<file path="config.mk">
export PLATFORM = sky130hd
export DESIGN_NAME = fetch_pipeline_unit_flat
export DESIGN_NICKNAME = d
export VERILOG_FILES = /design/src/rtl/fetch_pkg.sv /design/src/rtl/fetch_pipeline_unit_if.sv /design/src/rtl/fetch_skid_buffer.sv /design/src/rtl/fetch_pipeline_unit.sv /design/src/flat_wrapper.sv
export SDC_FILE = /design/constraint.sdc
export NUM_CORES = 1
export LEC_CHECK = 0
export BUFFER_PORTS_ARGS = -buffer_cell sky130_fd_sc_hd__buf_4
export CAP_MARGIN = 15
export CORE_MARGIN = 2
export CORE_UTILIZATION = 50
export CTS_CLUSTER_DIAMETER = 40
export DETAILED_ROUTE_END_ITERATION = 7
export GPL_TIMING_DRIVEN = 0
export PLACE_DENSITY = 0.77
export RECOVER_POWER = 25
export SLEW_MARGIN = 20
export SYNTH_ARGS = -nofsm -noshare
export SYNTH_HDL_FRONTEND = slang
export SYNTH_HIERARCHICAL = 1
export SYNTH_SLANG_ARGS = --single-unit
</file>
<file path="constraint.sdc">
create_clock -name clk -period 5.1 [get_ports clk]
set_input_delay 1.02 -clock clk [delete_from_list [all_inputs] [get_ports clk]]
set_output_delay 1.02 -clock clk [all_outputs]
set_load 0.005 [all_outputs]
</file>
<file path="src/rtl/fetch_pkg.sv">
// Shared types and constants for the instruction fetch stage.
package fetch_pkg;

  localparam int PC_W    = 7;
  localparam int INSTR_W = 32;

  localparam logic [PC_W-1:0] RESET_PC_DEF = '0;

  typedef enum logic [1:0] {
    S_BOOT  = 2'd0,
    S_RUN   = 2'd1,
    S_STALL = 2'd2
  } fetch_state_t;

  // Instruction record handed to the decode stage.
  typedef struct packed {
    logic [PC_W-1:0]    pc;
    logic [INSTR_W-1:0] instr;
  } fetch_instr_t;

endpackage

</file>
<file path="src/rtl/fetch_pipeline_unit_if.sv">
// Fetch-stage bus: instruction-memory port plus the decode-side valid/stall/redirect link.
interface fetch_pipeline_unit_if;
  import fetch_pkg::*;

  logic [PC_W-1:0]    imem_addr;
  logic               imem_rd_en;
  logic [INSTR_W-1:0] imem_rdata;
  logic               stall_in;
  logic               redirect_in;
  logic [PC_W-1:0]    redirect_pc;
  logic [PC_W-1:0]    pc_out;
  logic [INSTR_W-1:0] instr_out;
  logic               valid_out;

  modport master (
    output imem_addr, imem_rd_en, pc_out, instr_out, valid_out,
    input  imem_rdata, stall_in, redirect_in, redirect_pc
  );

  modport slave (
    input  imem_addr, imem_rd_en, pc_out, instr_out, valid_out,
    output imem_rdata, stall_in, redirect_in, redirect_pc
  );

endinterface

</file>
<file path="src/rtl/fetch_skid_buffer.sv">
// One-entry skid buffer for the fetch stage plus the decode-facing output mux.
module fetch_skid_buffer
  import fetch_pkg::*;
(
  input  logic         clk,
  input  logic         rst_n,
  input  logic         i_capture,
  input  logic         i_clear,
  input  fetch_instr_t i_rsp,
  input  logic         i_rsp_valid,
  output fetch_instr_t o_out,
  output logic         o_valid,
  output logic         o_hold_valid
);

  fetch_instr_t r_hold;
  logic         r_hold_valid;

  always_ff @(posedge clk or negedge rst_n) begin
    if (!rst_n) begin
      r_hold       <= '0;
      r_hold_valid <= 1'b0;
    end else if (i_clear) begin
      r_hold_valid <= 1'b0;
    end else if (i_capture) begin
      r_hold       <= i_rsp;
      r_hold_valid <= 1'b1;
    end
  end

  // The held entry is always older than the live response, so it wins.
  always_comb begin
    o_out = '0;
    if (r_hold_valid)     o_out = r_hold;
    else if (i_rsp_valid) o_out = i_rsp;
  end

  assign o_valid      = r_hold_valid | i_rsp_valid;
  assign o_hold_valid = r_hold_valid;

endmodule

</file>
<file path="src/rtl/fetch_pipeline_unit.sv">
// Fetch stage: owns the PC, reads a 1-cycle synchronous imem, feeds decode.
// Optional macro FETCH_PERF_CNT_EN adds saturating fetch/stall counters.
module fetch_pipeline_unit
  import fetch_pkg::*;
#(
  parameter logic [PC_W-1:0] RESET_PC = RESET_PC_DEF
) (
  input  logic              clk,
  input  logic              rst_n,
  fetch_pipeline_unit_if.master bus
`ifdef FETCH_PERF_CNT_EN
  ,
  output logic [15:0]       fetch_count,
  output logic [15:0]       stall_count
`endif
);

  fetch_state_t    r_state;
  logic [PC_W-1:0] r_fetch_pc;
  logic [PC_W-1:0] r_rsp_pc;
  logic            r_rsp_valid;

  logic            w_redirect;
  logic            w_stall;
  logic            w_capture;
  logic            w_release;
  logic            w_hold_clear;
  logic            w_hold_valid;
  logic            w_valid_out;
  fetch_instr_t    w_rsp;
  fetch_instr_t    w_out;

  assign w_redirect = bus.redirect_in;
  assign w_stall    = bus.stall_in;

  // Redirect target goes straight to memory so the refetch costs no bubble.
  assign bus.imem_addr  = w_redirect ? bus.redirect_pc : r_fetch_pc;
  assign bus.imem_rd_en = rst_n & (w_redirect | (r_state == S_BOOT) | ~w_stall);

  assign w_capture    = (r_state == S_RUN) & w_stall & r_rsp_valid & ~w_hold_valid & ~w_redirect;
  assign w_release    = (r_state == S_STALL) & ~w_stall & ~w_redirect;
  assign w_hold_clear = w_redirect | w_release;

  always_ff @(posedge clk or negedge rst_n) begin
    if (!rst_n) begin
      r_state     <= S_BOOT;
      r_fetch_pc  <= RESET_PC;
      r_rsp_pc    <= '0;
      r_rsp_valid <= 1'b0;
    end else if (w_redirect) begin
      r_state     <= S_RUN;
      r_fetch_pc  <= bus.redirect_pc + 1'b1;
      r_rsp_pc    <= bus.redirect_pc;
      r_rsp_valid <= 1'b1;
    end else begin
      case (r_state)
        S_BOOT: begin
          r_state     <= S_RUN;
          r_fetch_pc  <= RESET_PC + 1'b1;
          r_rsp_pc    <= RESET_PC;
          r_rsp_valid <= 1'b1;
        end
        S_RUN: begin
          if (!w_stall) begin
            r_fetch_pc  <= r_fetch_pc + 1'b1;
            r_rsp_pc    <= r_fetch_pc;
            r_rsp_valid <= 1'b1;
          end else begin
            r_rsp_valid <= 1'b0;
            r_state     <= S_STALL;
          end
        end
        S_STALL: begin
          if (!w_stall) begin
            r_fetch_pc  <= r_fetch_pc + 1'b1;
            r_rsp_pc    <= r_fetch_pc;
            r_rsp_valid <= 1'b1;
            r_state     <= S_RUN;
          end
        end
        default: r_state <= S_BOOT;
      endcase
    end
  end

  assign w_rsp.pc    = r_rsp_pc;
  assign w_rsp.instr = bus.imem_rdata;

  fetch_skid_buffer u_skid (
    .clk          (clk),
    .rst_n        (rst_n),
    .i_capture    (w_capture),
    .i_clear      (w_hold_clear),
    .i_rsp        (w_rsp),
    .i_rsp_valid  (r_rsp_valid),
    .o_out        (w_out),
    .o_valid      (w_valid_out),
    .o_hold_valid (w_hold_valid)
  );

  assign bus.pc_out    = w_out.pc;
  assign bus.instr_out = w_out.instr;
  assign bus.valid_out = w_valid_out;

`ifdef FETCH_PERF_CNT_EN
  logic w_accept;
  logic w_stalled;

  assign w_accept  = w_valid_out & ~w_stall;
  assign w_stalled = w_valid_out & w_stall;

  always_ff @(posedge clk or negedge rst_n) begin
    if (!rst_n) begin
      fetch_count <= '0;
      stall_count <= '0;
    end else begin
      if (w_accept && fetch_count != 16'hFFFF)  fetch_count <= fetch_count + 16'd1;
      if (w_stalled && stall_count != 16'hFFFF) stall_count <= stall_count + 16'd1;
    end
  end
`endif

endmodule

</file>
<file path="src/flat_wrapper.sv">
// flat-port wrapper written by rule: the top's interface ports become plain ports
module fetch_pipeline_unit_flat import fetch_pkg::*;
#(
  parameter logic [PC_W-1:0] RESET_PC = RESET_PC_DEF
)
  (clk, rst_n, bus_imem_addr, bus_imem_rd_en, bus_pc_out, bus_instr_out, bus_valid_out, bus_imem_rdata, bus_stall_in, bus_redirect_in, bus_redirect_pc);
  fetch_pipeline_unit_if bus_i ();
  input  logic clk;
  input  logic rst_n;
  output wire logic [$bits(bus_i.imem_addr)-1:0] bus_imem_addr;
  output wire logic [$bits(bus_i.imem_rd_en)-1:0] bus_imem_rd_en;
  output wire logic [$bits(bus_i.pc_out)-1:0] bus_pc_out;
  output wire logic [$bits(bus_i.instr_out)-1:0] bus_instr_out;
  output wire logic [$bits(bus_i.valid_out)-1:0] bus_valid_out;
  input wire logic [$bits(bus_i.imem_rdata)-1:0] bus_imem_rdata;
  input wire logic [$bits(bus_i.stall_in)-1:0] bus_stall_in;
  input wire logic [$bits(bus_i.redirect_in)-1:0] bus_redirect_in;
  input wire logic [$bits(bus_i.redirect_pc)-1:0] bus_redirect_pc;
  assign bus_imem_addr = bus_i.imem_addr;
  assign bus_imem_rd_en = bus_i.imem_rd_en;
  assign bus_pc_out = bus_i.pc_out;
  assign bus_instr_out = bus_i.instr_out;
  assign bus_valid_out = bus_i.valid_out;
  assign bus_i.imem_rdata = bus_imem_rdata;
  assign bus_i.stall_in = bus_stall_in;
  assign bus_i.redirect_in = bus_redirect_in;
  assign bus_i.redirect_pc = bus_redirect_pc;
  fetch_pipeline_unit #(.RESET_PC(RESET_PC)) u_core (.clk(clk), .rst_n(rst_n), .bus(bus_i));
endmodule
</file>
== After elaboration in Yosys (flattened, before gate mapping) ==
Index checks and enable logic that the tools add are counted.
Widths: inputs -> output; s select.
Storage, ports and cells
  register bits after elaboration: 57
  input port bits: 43
  output and inout bits: 48
  word-level logic and storage cells: 57
Operators by class
  add/sub/neg operators: 2
  eq/ne operators: 5
  muxes and demuxes: 19
  bitwise logic cells: 15
  reductions and logical operators: 9
Operators by type and width (number)
  $mux 39: 2
  $mux 7: 5
  $pmux 7 s2: 2
  $add 7x1->7 const B: 2
  $reduce_and 2->1: 4
  $and 1x1->1: 7
  $mux 2: 3
  $ne 3x3->1 const B: 2
  $pmux 2 s3: 1
  $mux 1: 5
  $not 1->1: 4
  $or 1x1->1: 4
  $reduce_bool 4->1: 1
  $ne 3x2->1 const B: 1
  $pmux 1 s3: 1
  $reduce_bool 3->1: 1
  $eq 2x1->1 const B: 1
  $eq 2x2->1 const B: 1
  $logic_not 2->1: 1
  $reduce_bool 2->1: 1
  $reduce_or 2->1: 1

== Longest topological paths before layout ==
  depth after elaboration: 7
  depth in mapped cells: 8
  mapped depth without buffers: 6

== Hierarchy ==
The synthesis kept the hierarchy.
By module, submodules not included
  fetch_skid_buffer: instances 1, cells each 140, area an instance 1943.1 um^2, seq. area each 1001.0 um^2
  fetch_pipeline_unit: instances 1, cells each 131, area an instance 1176.1 um^2, seq. area each 425.4 um^2

== Worst setup path after synthesis ==
Ideal clock, no wire load.
  path type: input to output
  start: in bus_redirect_in
  end: out bus_imem_addr[5]
  arrival: 1.735 ns
  data required time: 4.080 ns
  slack: 2.345 ns
  stages: 3
  path buffers: 2
  cell sequence: buf_2 buf_2 mux2_2
On the way
  cells in the longest elaborated chain, start to end: 1
Ends and longest elaborated chain
  from (decl): line flat_wrapper.sv:17  | input wire logic [$bits(bus_i.redirect_in)-1:0] bus_redirect_in;
  $mux 7: line fetch_pipeline_unit.sv:37  | assign bus.imem_addr = w_redirect ? bus.redirect_pc : r_fetch_pc;
  to (decl): line flat_wrapper.sv:10  | output wire logic [$bits(bus_i.imem_addr)-1:0] bus_imem_addr;
Every way passes these cells.

== Worst setup path after layout ==
Ends and elaborated chain as after synthesis.

==> Flow_metrics.wiki <==
{| class="wikitable"
! Metric !! Value
|-
| Pin count of the biggest net entering global routing || 59
|-
| Count of hold-fix buffers inserted at cts || 0
|-
| Data required time at the worst endpoint || 4.08 ns
|-
| Max stage delay on crit path || 0.36 ns
|-
| # resized after CTS || 0
|-
| Total standard cell area after synthesis || 3120 sq um
|-
| Final estimated routing congestion in global placement || 0.839
|-
| Max Freq || 0.318 GHz
|-
| Avg Synthesized Cell Area || 11.5 sq um
|-
| Internal cell power || 1.53 mW
|-
| Register-to-Register Setup Slack || 3.09 ns
|-
| Slew Limit Fails || 0
|-
| Final critical-path required period || 3.14 ns
|-
| Router iterations before antenna repair || 4
|-
| CTS root buffer || sky130_fd_sc_hd__clkbuf_8
|-
| CTS tree || yes
|-
| TritonCTS Buffers || 9
|-
| Instance count of the mapped netlist || 271
|-
| Initial antenna violation count || 0
|-
| Number of clock sinks || 57
|-
| Total wire length || 7.09 mm
|-
| Tightest slew margin relative to the limit || 51.2%
|-
| Total Power || 2.26 mW
|-
| Final cycle utilization of the critical path || 61.6%
|-
| Share of flip-flops with an asynchronous set or reset after synthesis || 100%
|-
| Area share of the largest cell type after synthesis || 45.7%
|-
| Placed wire-length estimate || 5.11 mm
|-
| CP cell instances || buf_4 > buf_2 > buf_2 > mux2_2 > buf_4
|-
| Fill count || 466
|-
| Run status || complete, no violations
|-
| Setup Skew || 0.00915 ns
|-
| Number of remaining DRC errors || 0
|-
| Peak fanout along the critical path || 10
|-
| Nets in the synthesized netlist || 321
|-
| Flip-flop and latch count after synthesis || 57
|-
| Number of nets in the layout || 422
|-
| Starting utilization of the core area || 52.1%
|-
| Post-synthesis to final-layout area growth || 32.3%
|-
| Count of endpoints failing setup in the final report || 0
|-
| Max-capacitance violation count || 0
|-
| Clk Latency, worst-skew pair || 0.33 ns
|-
| Type of origin of the critical path || primary input
|-
| Proportion of power drawn by combinational gates || 42.4%
|-
| Total inserted antenna cells || 0
|-
| Post-detailed-route wirelength per cell || 15.7 um
|-
| Kind of capture point of the worst setup path || output pin
|-
| Most frequent cells in the layout || sky130_fd_sc_hd__buf_4, sky130_fd_sc_hd__dfrtp_1, sky130_fd_sc_hd__a22o_1
|-
| Main area contributors after synthesis || sky130_fd_sc_hd__dfrtp_1, sky130_fd_sc_hd__mux2_2, sky130_fd_sc_hd__a22o_1
|-
| Synth area leader || sky130_fd_sc_hd__dfrtp_1
|-
| Clock slew seen by the registers of the worst setup and hold paths || 0.06 ns
|-
| Critical setup path kind || in2out
|-
| Average via count per standard cell || 5.62
|-
| Clock network power share || 21.7%
|-
| Initial DRC count || 139
|-
| Most common cell after layout, fill and taps aside || sky130_fd_sc_hd__buf_4
|-
| Portion of the post-synthesis area used by sequential elements || 45.7%
|-
| Total congestion overflow after global routing || 0
|-
| Total number of H-tree levels || 3
|-
| Top-Level Pins || 91
|-
| Final instance area || 4130 sq um
|-
| Vias in the first global route || 2359
|-
| Vias || 2542
|-
| Leading register cell type out of synthesis || sky130_fd_sc_hd__dfrtp_1
|-
| Total global-route track usage || 20.6%
|-
| Power density normalized to cell area || 547 nW/um^2
|-
| Worst path top cell family by delay || buffers and inverters
|-
| Cell area reported after detailed placement || 3890 sq um
|-
| Number of buffers added for setup after CTS || 0
|-
| Core footprint || 5990 sq um
|-
| Unrepaired setup endpoints after global routing || false
|-
| Worst VDD drop || 0.000243 V
|-
| Share of final-layout standard cells stronger than drive strength 1 || 46.2%
|-
| Switching share of power || 32.2%
|-
| Min-delay worst type || reg2reg
|-
| Number of port buffers || 90
|-
| Core utilization of the finished layout || 68.9%
|-
| Die Ht || 83.0 um
|-
| Global-route wire length before repair || 11.6 mm
|-
| Bufs on Longest Clock Path || 2
|-
| Share of total power in sequential cells || 35.9%
|-
| Final hold slack || 0.507 ns
|-
| Critical path's slowest cell || sky130_fd_sc_hd__mux2_2
|-
| Arrival time worst endpoint || 2.12 ns
|-
| Chip width || 83.0 um
|-
| Static leakage power || 2.06 nW
|-
| Remaining number of nets flagged by the antenna check after routing || 0
|-
| Count of flip-flops with a built-in enable after synthesis || 0
|-
| Transition at the pin with the smallest max-transition slack || 0.732 ns
|-
| Count of warnings emitted by yosys || 6
|-
| Total Neg Setup Slack || 0 ns
|-
| Row count || 28
|-
| Combined buffer and inverter count along the critical path || 4
|-
| Switch Pwr || 0.726 mW
|-
| Floorplan die area || 6890 sq um
|-
| Distinct cells, synth || 42
|-
| Final count of hold timing violations || 0
|}
-- area by class of cell --
cell class,instances,area [sq um],area share [%]
Clock buffer,12,165,4.00
Tap cell,75,93.8,2.27
Buffer,18,120,2.91
Multi-Input combinational cell,191,1550,37.6
Clock inverter,4,73.8,1.79
Inverter,5,18.8,0.455
Timing Repair Buffer,90,676,16.4
Sequential cell,57,1430,34.6
-- metrics by stage --
stage | setup slack, ns | cells
after detailed placement | 1.97 | 436
final | 1.96 | 452
after global routing | 1.93 | 452
after CTS | 1.97 | 452
after floorplan | 2.35 | 271
after global placement | 1.96 | 436
-- registers in the layout (all words and copies together), names as in the netlist --
name and count:
u_core/r_rsp_valid 1, u_core/u_skid/o_hold_valid 1, u_core/u_skid/r_hold 39, u_core/r_rsp_pc 7, u_core/r_fetch_pc 7, u_core/r_state 2
-- final timing paths --
kind | from | end | cells past startpoint
setup / recovery | bus_redirect_in | bus_imem_addr[5] | 5
hold / removal | u_core/u_skid/r_hold[37] | u_core/u_skid/r_hold[37] | 1
setup reg to reg | u_core/r_state[0] | u_core/u_skid/r_hold[26] | 8
hold reg to reg | u_core/u_skid/r_hold[37] | u_core/u_skid/r_hold[37] | 1
max in group asynchronous | rst_n | u_core/u_skid/r_hold[5] | 1
min in group asynchronous | rst_n | u_core/u_skid/r_hold[29] | 1
-- routing by layer --
| layer | up-vias | GRT usage (%) | wire (um) |
|---|---|---|---|
| met5 | - | 0 | 0 |
| met4 | 0 | 6.26 | 57 |
| met3 | 9 | 4.57 | 436 |
| met2 | 106 | 32.2 | 3390 |
| met1 | 1222 | 28.8 | 3210 |
| li1 | 1205 | - | - |
-- cell families after synthesis --
| kind of cell | synth area share [%] |
|---|---|
| adders and majority gates | 2.81 |
| DFF | 45.7 |
| buffers and inverters | 4.45 |
| AOI/OAI and AO/OA | 18.4 |
| muxes | 18.1 |
| xor gates and xnor gates | 1.12 |
| and+or+nand+nor | 9.43 |
-- cells in the mapped netlist (4+ instances only) --
master / count
sky130_fd_sc_hd__buf_2: 6
sky130_fd_sc_hd__dfrtp_1: 57
sky130_fd_sc_hd__mux2_4: 10
sky130_fd_sc_hd__o21ai_0: 11
sky130_fd_sc_hd__a21o_1: 6
sky130_fd_sc_hd__a21oi_1: 7
sky130_fd_sc_hd__mux2_2: 35
sky130_fd_sc_hd__clkbuf_1: 4
sky130_fd_sc_hd__buf_4: 4
sky130_fd_sc_hd__buf_6: 4
sky130_fd_sc_hd__nor2b_1: 4
sky130_fd_sc_hd__a22o_1: 37
sky130_fd_sc_hd__nand2_1: 19
sky130_fd_sc_hd__a22oi_1: 5
sky130_fd_sc_hd__inv_1: 4
sky130_fd_sc_hd__nand3_1: 6
sky130_fd_sc_hd__ha_1: 7
sky130_fd_sc_hd__nor2_1: 10
-- worst reg2reg max path: stages (launching register included) --
cell,delay [ns]
sky130_fd_sc_hd__dfrtp_1,0.41
sky130_fd_sc_hd__inv_1,0.12
sky130_fd_sc_hd__ha_1,0.21
sky130_fd_sc_hd__inv_1,0.07
sky130_fd_sc_hd__o21ai_0,0.23
sky130_fd_sc_hd__nand2b_4,0.20
sky130_fd_sc_hd__buf_6,0.15
sky130_fd_sc_hd__buf_6,0.19
sky130_fd_sc_hd__mux2_4,0.32
-- power by group through the flow --
| stage | clock network [mW] | logic (mW) | registers (mW) |
|---|---|---|---|
| finish | 0.491 | 0.958 | 0.810 |
| global route | 0.527 | 1.04 | 0.836 |
| CTS | 0.502 | 0.962 | 0.806 |
| detailed placement | 0 | 0.953 | 0.814 |
| global placement | 0 | 0.934 | 0.797 |
| floorplan | 0 | 0.620 | 0.773 |
Note: power is estimated with default switching activity, not from simulation.
